===== config.mk =====
export PLATFORM = sky130hd
export DESIGN_NAME = hypertape_port
export DESIGN_NICKNAME = d
export VERILOG_FILES = /design/src/rtl/hypertape_port.sv
export SDC_FILE = /design/constraint.sdc
export NUM_CORES = 1
export LEC_CHECK = 0
export CAP_MARGIN = 40
export CORE_ASPECT_RATIO = 0.6
export CORE_UTILIZATION = 50
export CTS_CLUSTER_SIZE = 40
export DETAILED_ROUTE_END_ITERATION = 10
export GPL_TIMING_DRIVEN = 0
export PLACE_DENSITY = 0.68
export SLEW_MARGIN = 5
export SYNTH_ARGS = -nofsm -noshare
export SYNTH_HDL_FRONTEND = slang
export SYNTH_SLANG_ARGS = --single-unit

===== constraint.sdc =====
create_clock -name clk -period 3.73 [get_ports clk]
set_clock_uncertainty 0.1 [all_clocks]
set_input_delay 0.746 -clock clk [delete_from_list [all_inputs] [get_ports clk]]
set_output_delay 0.746 -clock clk [all_outputs]
set_load 0.01 [all_outputs]

===== src/rtl/hypertape_port.sv =====
// Z80-side I/O responder for fast tape LOAD/SAVE: a four-register window
// (STATUS, DATA, CTRL, COUNT) backed by an RX FIFO (host->CPU) and a TX FIFO (CPU->host).
module hypertape_port #(
   parameter logic [15:0] BASE     = 16'h2040,
   parameter int unsigned DEPTH_LG = 4
) (
   input  logic        clk,
   input  logic        rst_n,
   input  logic [15:0] a,
   input  logic [7:0]  d,
   input  logic        rd,
   input  logic        wr,
   output logic [7:0]  q,
   output logic        sel,
   input  logic [7:0]  in_data,
   input  logic        in_last,
   input  logic        in_valid,
   output logic        in_ready,
   output logic [7:0]  out_data,
   output logic        out_valid,
   input  logic        out_ready,
   output logic        load_req,
   output logic        save_req
);

   localparam int unsigned PW    = DEPTH_LG + 1;
   localparam int unsigned DEPTH = 1 << DEPTH_LG;

   typedef enum logic [1:0] {IDLE, LOAD, SAVE, FLUSH} state_t;

   state_t         state, state_n;
   logic [7:0]     rx_mem [DEPTH];
   logic [7:0]     tx_mem [DEPTH];
   logic [PW-1:0]  rx_w, rx_r, tx_w, tx_r;
   logic [PW-1:0]  rx_w_n, rx_r_n, tx_w_n, tx_r_n;
   logic           eof, ovf, eof_n, ovf_n;
   logic [7:0]     count, count_n, q_n, status, out_data_n;
   logic           in_ready_n, out_valid_n;
   logic [15:0]    off;
   logic [1:0]     idx;
   logic           rx_empty, rx_full, tx_empty, tx_full;
   logic           data_rd, data_wr, ctrl_wr;
   logic           start_load, start_save, stop;
   logic           rx_push, rx_pop, tx_push, tx_pop, tx_ovf, rd_ovf;

   // Pointers carry one wrap bit beyond the index.
   function automatic logic is_full(input logic [PW-1:0] w, input logic [PW-1:0] r);
      return (w[PW-1] != r[PW-1]) && (w[PW-2:0] == r[PW-2:0]);
   endfunction

   assign off = a - BASE;
   assign sel = (off < 16'd4);
   assign idx = off[1:0];

   assign rx_empty = (rx_w == rx_r);
   assign rx_full  = is_full(rx_w, rx_r);
   assign tx_empty = (tx_w == tx_r);
   assign tx_full  = is_full(tx_w, tx_r);

   assign data_rd = rd && sel && (idx == 2'd1);
   assign data_wr = wr && sel && (idx == 2'd1);
   assign ctrl_wr = wr && sel && (idx == 2'd2);

   // START_LOAD has priority over START_SAVE; only STOP is honoured outside IDLE.
   assign start_load = ctrl_wr && (state == IDLE) && d[0];
   assign start_save = ctrl_wr && (state == IDLE) && d[1] && !d[0];
   assign stop       = ctrl_wr && d[2] && ((state == LOAD) || (state == SAVE));

   assign rx_push = in_valid && in_ready;
   assign rx_pop  = data_rd && (state == LOAD) && !rx_empty;
   assign rd_ovf  = data_rd && (state == LOAD) && rx_empty;
   assign tx_pop  = out_valid && out_ready;
   assign tx_push = data_wr && (state == SAVE) && (!tx_full || tx_pop);
   assign tx_ovf  = data_wr && (state == SAVE) && tx_full && !tx_pop;

   assign status = {ovf, 2'b00, save_req, load_req, eof, tx_full, !rx_empty};

   // Next-state and next-output values for the registered block below.
   always_comb begin
      state_n = state;
      rx_w_n  = rx_w + PW'(rx_push);
      rx_r_n  = rx_r + PW'(rx_pop);
      tx_w_n  = tx_w + PW'(tx_push);
      tx_r_n  = tx_r + PW'(tx_pop);
      eof_n   = eof;
      ovf_n   = ovf;
      count_n = count + 8'(rx_pop || tx_push);
      q_n     = q;

      case (state)
         IDLE:    if (start_load) state_n = LOAD;
                  else if (start_save) state_n = SAVE;
         LOAD:    if (stop) state_n = IDLE;
         SAVE:    if (stop) state_n = FLUSH;
         FLUSH:   if (tx_empty) state_n = IDLE;
         default: state_n = IDLE;
      endcase

      if (start_load || (stop && (state == LOAD))) begin
         rx_w_n = '0;
         rx_r_n = '0;
      end
      if (start_save) begin
         tx_w_n = '0;
         tx_r_n = '0;
      end
      if (start_load || start_save) count_n = 8'h00;

      if (rx_push && in_last) eof_n = 1'b1;
      if (tx_ovf || rd_ovf)   ovf_n = 1'b1;
      if (start_load) begin
         eof_n = 1'b0;
         ovf_n = 1'b0;
      end

      if (rd && sel) begin
         case (idx)
            2'd0:    q_n = status;
            2'd1:    q_n = rx_pop ? rx_mem[rx_r[DEPTH_LG-1:0]] : 8'hFF;
            2'd2:    q_n = 8'h00;
            default: q_n = count;
         endcase
      end

      in_ready_n  = (state_n == LOAD) && !eof_n && !is_full(rx_w_n, rx_r_n);
      out_valid_n = (tx_w_n != tx_r_n);
      // A byte pushed into the slot that becomes the head is not in tx_mem yet.
      if (tx_push && (tx_w[DEPTH_LG-1:0] == tx_r_n[DEPTH_LG-1:0]))
         out_data_n = d;
      else
         out_data_n = tx_mem[tx_r_n[DEPTH_LG-1:0]];
   end

   always_ff @(posedge clk or negedge rst_n) begin
      if (!rst_n) begin
         state     <= IDLE;
         rx_w      <= '0;
         rx_r      <= '0;
         tx_w      <= '0;
         tx_r      <= '0;
         eof       <= 1'b0;
         ovf       <= 1'b0;
         count     <= 8'h00;
         q         <= 8'h00;
         in_ready  <= 1'b0;
         out_valid <= 1'b0;
         out_data  <= 8'h00;
         load_req  <= 1'b0;
         save_req  <= 1'b0;
      end else begin
         state     <= state_n;
         rx_w      <= rx_w_n;
         rx_r      <= rx_r_n;
         tx_w      <= tx_w_n;
         tx_r      <= tx_r_n;
         eof       <= eof_n;
         ovf       <= ovf_n;
         count     <= count_n;
         q         <= q_n;
         in_ready  <= in_ready_n;
         out_valid <= out_valid_n;
         out_data  <= out_data_n;
         load_req  <= (state_n == LOAD);
         save_req  <= (state_n == SAVE) || (state_n == FLUSH);
      end
   end

   // FIFO storage needs no reset; pointers define validity.
   always_ff @(posedge clk) begin
      if (rx_push) rx_mem[rx_w[DEPTH_LG-1:0]] <= in_data;
      if (tx_push) tx_mem[tx_w[DEPTH_LG-1:0]] <= d;
   end

endmodule


### Yosys cells after proc, flatten, opt, wreduce, memory -nomap -nowiden

Memories as Yosys holds them, arrays and structs flattened. A register that Yosys moved wholly into a read port is not among the register bits.
Index checks and enable logic that the tools add are counted.

* bitwise logic cells: 0
* $lt $le $gt $ge: 1
* divide/modulo/power cells: 0
* equal/unequal tests: 15
* reduce and logical (&&, ||, !) cells: 43
* add/sub/neg operators: 6
* $mul: 0
* shift-type cells: 0
* multiplexer cells: 21

Operators with widths (count)
* $logic_and 1x1->1: 26
* $pmux 8 s3: 1
* $add 5x1->5: 4
* $mux 5: 4
* $lt 16x3->1 const B: 1
* $mux 8: 2
* $sub 16x14->16 const B: 1
* $eq 2x2->1 const B: 5
* $eq 5x5->1: 2
* $mux 2: 5
* $add 8x1->8: 1
* $eq 4x4->1: 2
* $mux 1: 8
* $pmux 2 s4: 1
* $logic_not 1->1: 7
* $logic_or 1x1->1: 7
* $eq 2x1->1 const B: 3
* $ne 5x5->1: 1
* $logic_not 2->1: 2
* $ne 1x1->1: 2
* $reduce_bool 2->1: 1

* memories: 2
* RAM bits: 256
* memory bits (read-only): 0
* bits in latches: 0
* input bits: 39
* bits in registers: 44

Memories
* rx_mem: words 16, bits a word 8, read ports 1, clocked after memory_dff 0, wr ports 1, line 32 `logic [7:0] rx_mem [DEPTH];`
* tx_mem: words 16, bits a word 8, read ports 1, clocked after memory_dff 1, wr ports 1, line 33 `logic [7:0] tx_mem [DEPTH];`

### Logic depth before layout (Yosys ltp)

* depth in word-level cells: 13
* mapped depth: 15
* gate-level depth less buffers: 14

### Worst setup path before layout

OpenSTA, ideal clock, no wires.

* path type: in2reg
* start point: in out_ready
* end point: reg out_data[4], read port of tx_mem
* buffers on the path: 2
* setup slack: 0.186 ns
* data required time: 3.505 ns
* stages: 10
* data arrival time: 3.319 ns
* setup time: 0.125 ns
* path through: and2_1 > ha_1 > ha_1 > clkbuf_1 > buf_1 > mux2_2 > a221o_1 > a22oi_1 > o22ai_1 > mux2_4

* word-level cells in the longest chain between the ends: 3

RTL lines
* start: declaration: line 21 `input logic out_ready,`
* $logic_and 1x1->1: line 72 `assign tx_pop = out_valid && out_ready;`
* $add 5x1->5: line 84 `tx_r_n = tx_r + PW'(tx_pop);`
* $mux 5: line 103 `if (start_save) begin`
* end: declaration: line 19 `output logic [7:0] out_data,`

No other way between the ends.
A chain may end at the register's enable or synchronous reset.

### Worst setup path after layout

* start point: in out_ready
* end point: reg out_data[7], read port of tx_mem

The elaborated chain is that of the path after synthesis.

==> flow_summary_export.csv <==
group,metric,value,unit
power_and_ir_drop,power_frac_seq,0.547,
global_routing,grt_pass1_vias,7371,
logic_synthesis,synth_warnings,0,
placement,gp_congestion,0.854,
cts,cts_buffers,28,
route,drc,0,
logic_synthesis,ys_seq_elements,307,
global_routing,grt_pass1_wl,43.7,mm
final_layout,drive_gt1_frac,0.200,
sta,slew_viol_final,0,
route,ant_nets,0,
logic_synthesis,synth.cell_area,12800,um^2
logic_synthesis,yosysUniqueCellTypes,54,
cts,cts_hold_buffers,0,
power_and_ir_drop,pwr-share-comb,0.035,
cts,clock_sinks,307,
logic_synthesis,yosysMostFrequentCell,"edfxtp_1",
floorplanning,core_area,24600,um^2
critical_path,crit_path_max_incr_delay,560,ps
power_and_ir_drop,vdd_drop_max,0.000336,V
logic_synthesis,yosysSeqAreaShare,0.703,
cts,clockRootBuffer,"clkbuf_16",
floorplanning,die_w,208,um
logic_synthesis,syn-num-nets,780,
sta,finalHoldViolCount,0,
critical_path,crit_required,4070,ps
critical_path,r2r_slack,360,ps
logic_synthesis,synth-main-ff-cell,"edfxtp_1",
cts,cts.clk_slew.worst_paths,70,ps
final_layout,fin_util,0.604,
route,vias,7116,
critical_path,r2r_end,"out_data[7]$_DFF_PN0_",
global_routing,grt_max_degree,28,
route,post_drt_wl_per_cell,24.0,um
hold_path,hp-class,"in2async",
placement,dpl.hpwl,20.1,mm
critical_path,r2r_cells,9,
final_layout,antenna_cells,0,
floorplanning,die_area,26200,um^2
route,firstDrtPassIters,5,
cts,cts_buffer_depth,3,
sta,post-route-min-period,3580,ps
floorplanning,start_util,0.518,
final_layout,finalNonFillerCells,1179,
sta,slew_headroom,0.395,
route,vias_per_cell,6.04,
critical_path,cp_data_arrival_time,3920,ps
logic_synthesis,synthArstFlopShare,0.166,
critical_path,path_class,"in2reg",
cts,cts_tree,"built",
final_layout,nets,890,
power_and_ir_drop,powerDensity,459,nW/um^2
logic_synthesis,yosys.area.top_type,"edfxtp_1",
critical_path,path_cells,"clkdlybuf4s50_1 > and2_1 > ha_1 > ha_1 > xor2_1 > clkbuf_1 > o21ai_1 > o21ai_0 > o22ai_1 > mux2_4",
power_and_ir_drop,clkPwrFrac,0.418,
logic_synthesis,netlist_instances,725,
cts,cts_max_level,1,
critical_path,crit_path_end_kind,"register",
logic_synthesis,yosysTopAreaCellShare,0.603,
logic_synthesis,synth-edff-count,256,
critical_path,cpMaxStageDelayCell,"clkbuf_1",
critical_path,cp_max_fo,10,
sta,setup_viol,0,
sta,fmax,279,MHz
route,totalWireLength,28.3,mm
placement,port_buffers,57,
power_and_ir_drop,switching_share,0.203,
placement,dp_cells,1126,
floorplanning,die_y,126,um
critical_path,path_common_cell,"ha_1",
run,drv_cap,0,
critical_path,r2r_start,"out_valid$_DFF_PN0_",
power_and_ir_drop,p_int,5.43,mW
global_routing,antenna_found_initial,0,
critical_path,startpoint,"out_ready",
global_routing,grt_overflow,0,
global_routing,grt_use_total,0.224,
route,drtIter0Drc,749,
logic_synthesis,synth_common_cells,"256 x edfxtp_1, 64 x mux4_2, 51 x dfrtp_1",
status,status,"complete, no violations",
sta,worst_pin_slew,904,ps
cts,insertion_delay,560,ps
logic_synthesis,synth_area_per_cell,17.6,um^2
critical_path,startpoint_type,"primary input",
final_layout,syn_to_final_growth,16.4,%
sta,rsz0062_at_grt,"false",
floorplanning,io_pins,60,
floorplanning,core.rowCount,44,
logic_synthesis,yosys-top-cells-area,"edfxtp_1 60%, mux4_2 11%, dfrtp_1 10%",
power_and_ir_drop,p_sw,1.38,mW
power_and_ir_drop,power_leakage,5.19,nW
sta,fin_crit_sh,0.961,
[critical path, delay by kind of cell]
| family | cells | cell delay [ps] |
|---|---|---|
| AOI/OAI and AO/OA | 3 | 910 |
| adders and majority gates | 2 | 400 |
| muxes | 1 | 270 |
| buffers and inverters | 2 | 1010 |
| xor gates and xnor gates | 1 | 410 |
| and+or+nand+nor | 1 | 170 |
[registers in the layout, indices dropped and copies added (netlist names)]
signal and flops:
tx_mem 128, ovf 1, out_valid 1, save_req 1, q 8, rx_mem 128, tx_r 5, eof 1
rx_w 5, rx_r 5, tx_w 5, state 1, count 8, load_req 1, out_data 8, in_ready 1
[placed cells by master, fill, tap and decap left out, types with 9 or more instances in the layout]
| cell type | Yosys | layout |
|---|---|---|
| edfxtp_1 | 256 | 256 |
| mux4_2 | 64 | 64 |
| clkdlybuf4s50_1 | 0 | 56 |
| dfrtp_1 | 51 | 51 |
| nor2_1 | 48 | 48 |
| clkbuf_16 | 0 | 28 |
| xor2_1 | 24 | 24 |
| nand3_1 | 24 | 24 |
| nand2_1 | 22 | 22 |
| clkbuf_1 | 21 | 21 |
| xnor2_1 | 17 | 17 |
| buf_4 | 1 | 17 |
| ha_1 | 16 | 16 |
| buf_2 | 7 | 12 |
| inv_1 | 12 | 12 |
| nor2b_1 | 12 | 12 |
| o21ai_0 | 12 | 12 |
| nor3_1 | 13 | 9 |
| a221o_1 | 9 | 9 |
| o22ai_1 | 9 | 9 |
| a22oi_1 | 9 | 9 |
[routing by layer]
metal | vias to the layer above | routed length, um | GRT usage
met1 | 3647 | 12800 | 0.337
met5 | - | 0 | 0
met4 | 0 | 437 | 0.0427
met2 | 328 | 12200 | 0.326
met3 | 39 | 2890 | 0.0686
li1 | 3102 | - | -
[what timing repair did]
item                                    CTS  global route
resized for setup                         2             8
endpoints found under the setup margin    9             9
pin swaps                                 1             0
setup buffers                             1             0
cloned                                    0             0
[area by class of cell]
| cell class | instances | area (um^2) |
|---|---|---|
| Clock buffer | 34 | 723 |
| Buffer | 34 | 164 |
| Inverter | 13 | 48.8 |
| Sequential cell | 307 | 8960 |
| Clock inverter | 18 | 181 |
| Multi-Input combinational cell | 369 | 3600 |
| Tap cell | 322 | 403 |
| Timing Repair Buffer | 82 | 768 |
| Fill cell | 1774 | 9750 |
[how the worst max path moves through the flow]
stage                     cells after the start                     to
after CTS                                    10  out_data[1]$_DFF_PN0_
final                                        10  out_data[7]$_DFF_PN0_
after floorplan                              10  out_data[4]$_DFF_PN0_
after global placement                       10  out_data[1]$_DFF_PN0_
after global routing                          9  out_data[1]$_DFF_PN0_
after detailed placement                     11  out_data[7]$_DFF_PN0_
[power by group through the flow]
| stage | clock network [mW] | registers, mW | logic (mW) |
|---|---|---|---|
| final | 2.85 | 3.73 | 0.238 |
| after global routing | 3.02 | 3.73 | 0.256 |
| after CTS | 2.89 | 3.73 | 0.236 |
| after detailed placement | 0 | 3.80 | 0.235 |
| after global placement | 0 | 3.80 | 0.225 |
| after floorplan | 0 | 3.80 | 0.0909 |
[cells by family after synthesis]
| kind of cell | share of synthesized area |
|---|---|
| compound gates | 0.0426 |
| xor+xnor | 0.0282 |
| mux | 0.136 |
| simple gates | 0.0586 |
| flops | 0.703 |
| fa+ha+maj | 0.0157 |
| buf+inv | 0.0166 |
[metrics by stage]
step / worst slack (ps) / TNS [ps] / power [mW] / instance area (um^2) / hold WS [ps]
2_1_floorplan: 186 / 0 / 3.90 / 12800 / 350
3_3_place_gp: -949 / -35220 / 4.03 / 13700 / 376
3_5_place_dp: -766 / -20450 / 4.04 / 13900 / 369
4_1_cts: 15.9 / 0 / 6.86 / 14800 / 121
5_1_grt: 11.7 / 0 / 7.00 / 14900 / 160
6_report: 146 / 0 / 6.81 / 14900 / 131
No activity file was read; power rests on OpenSTA's default activity.
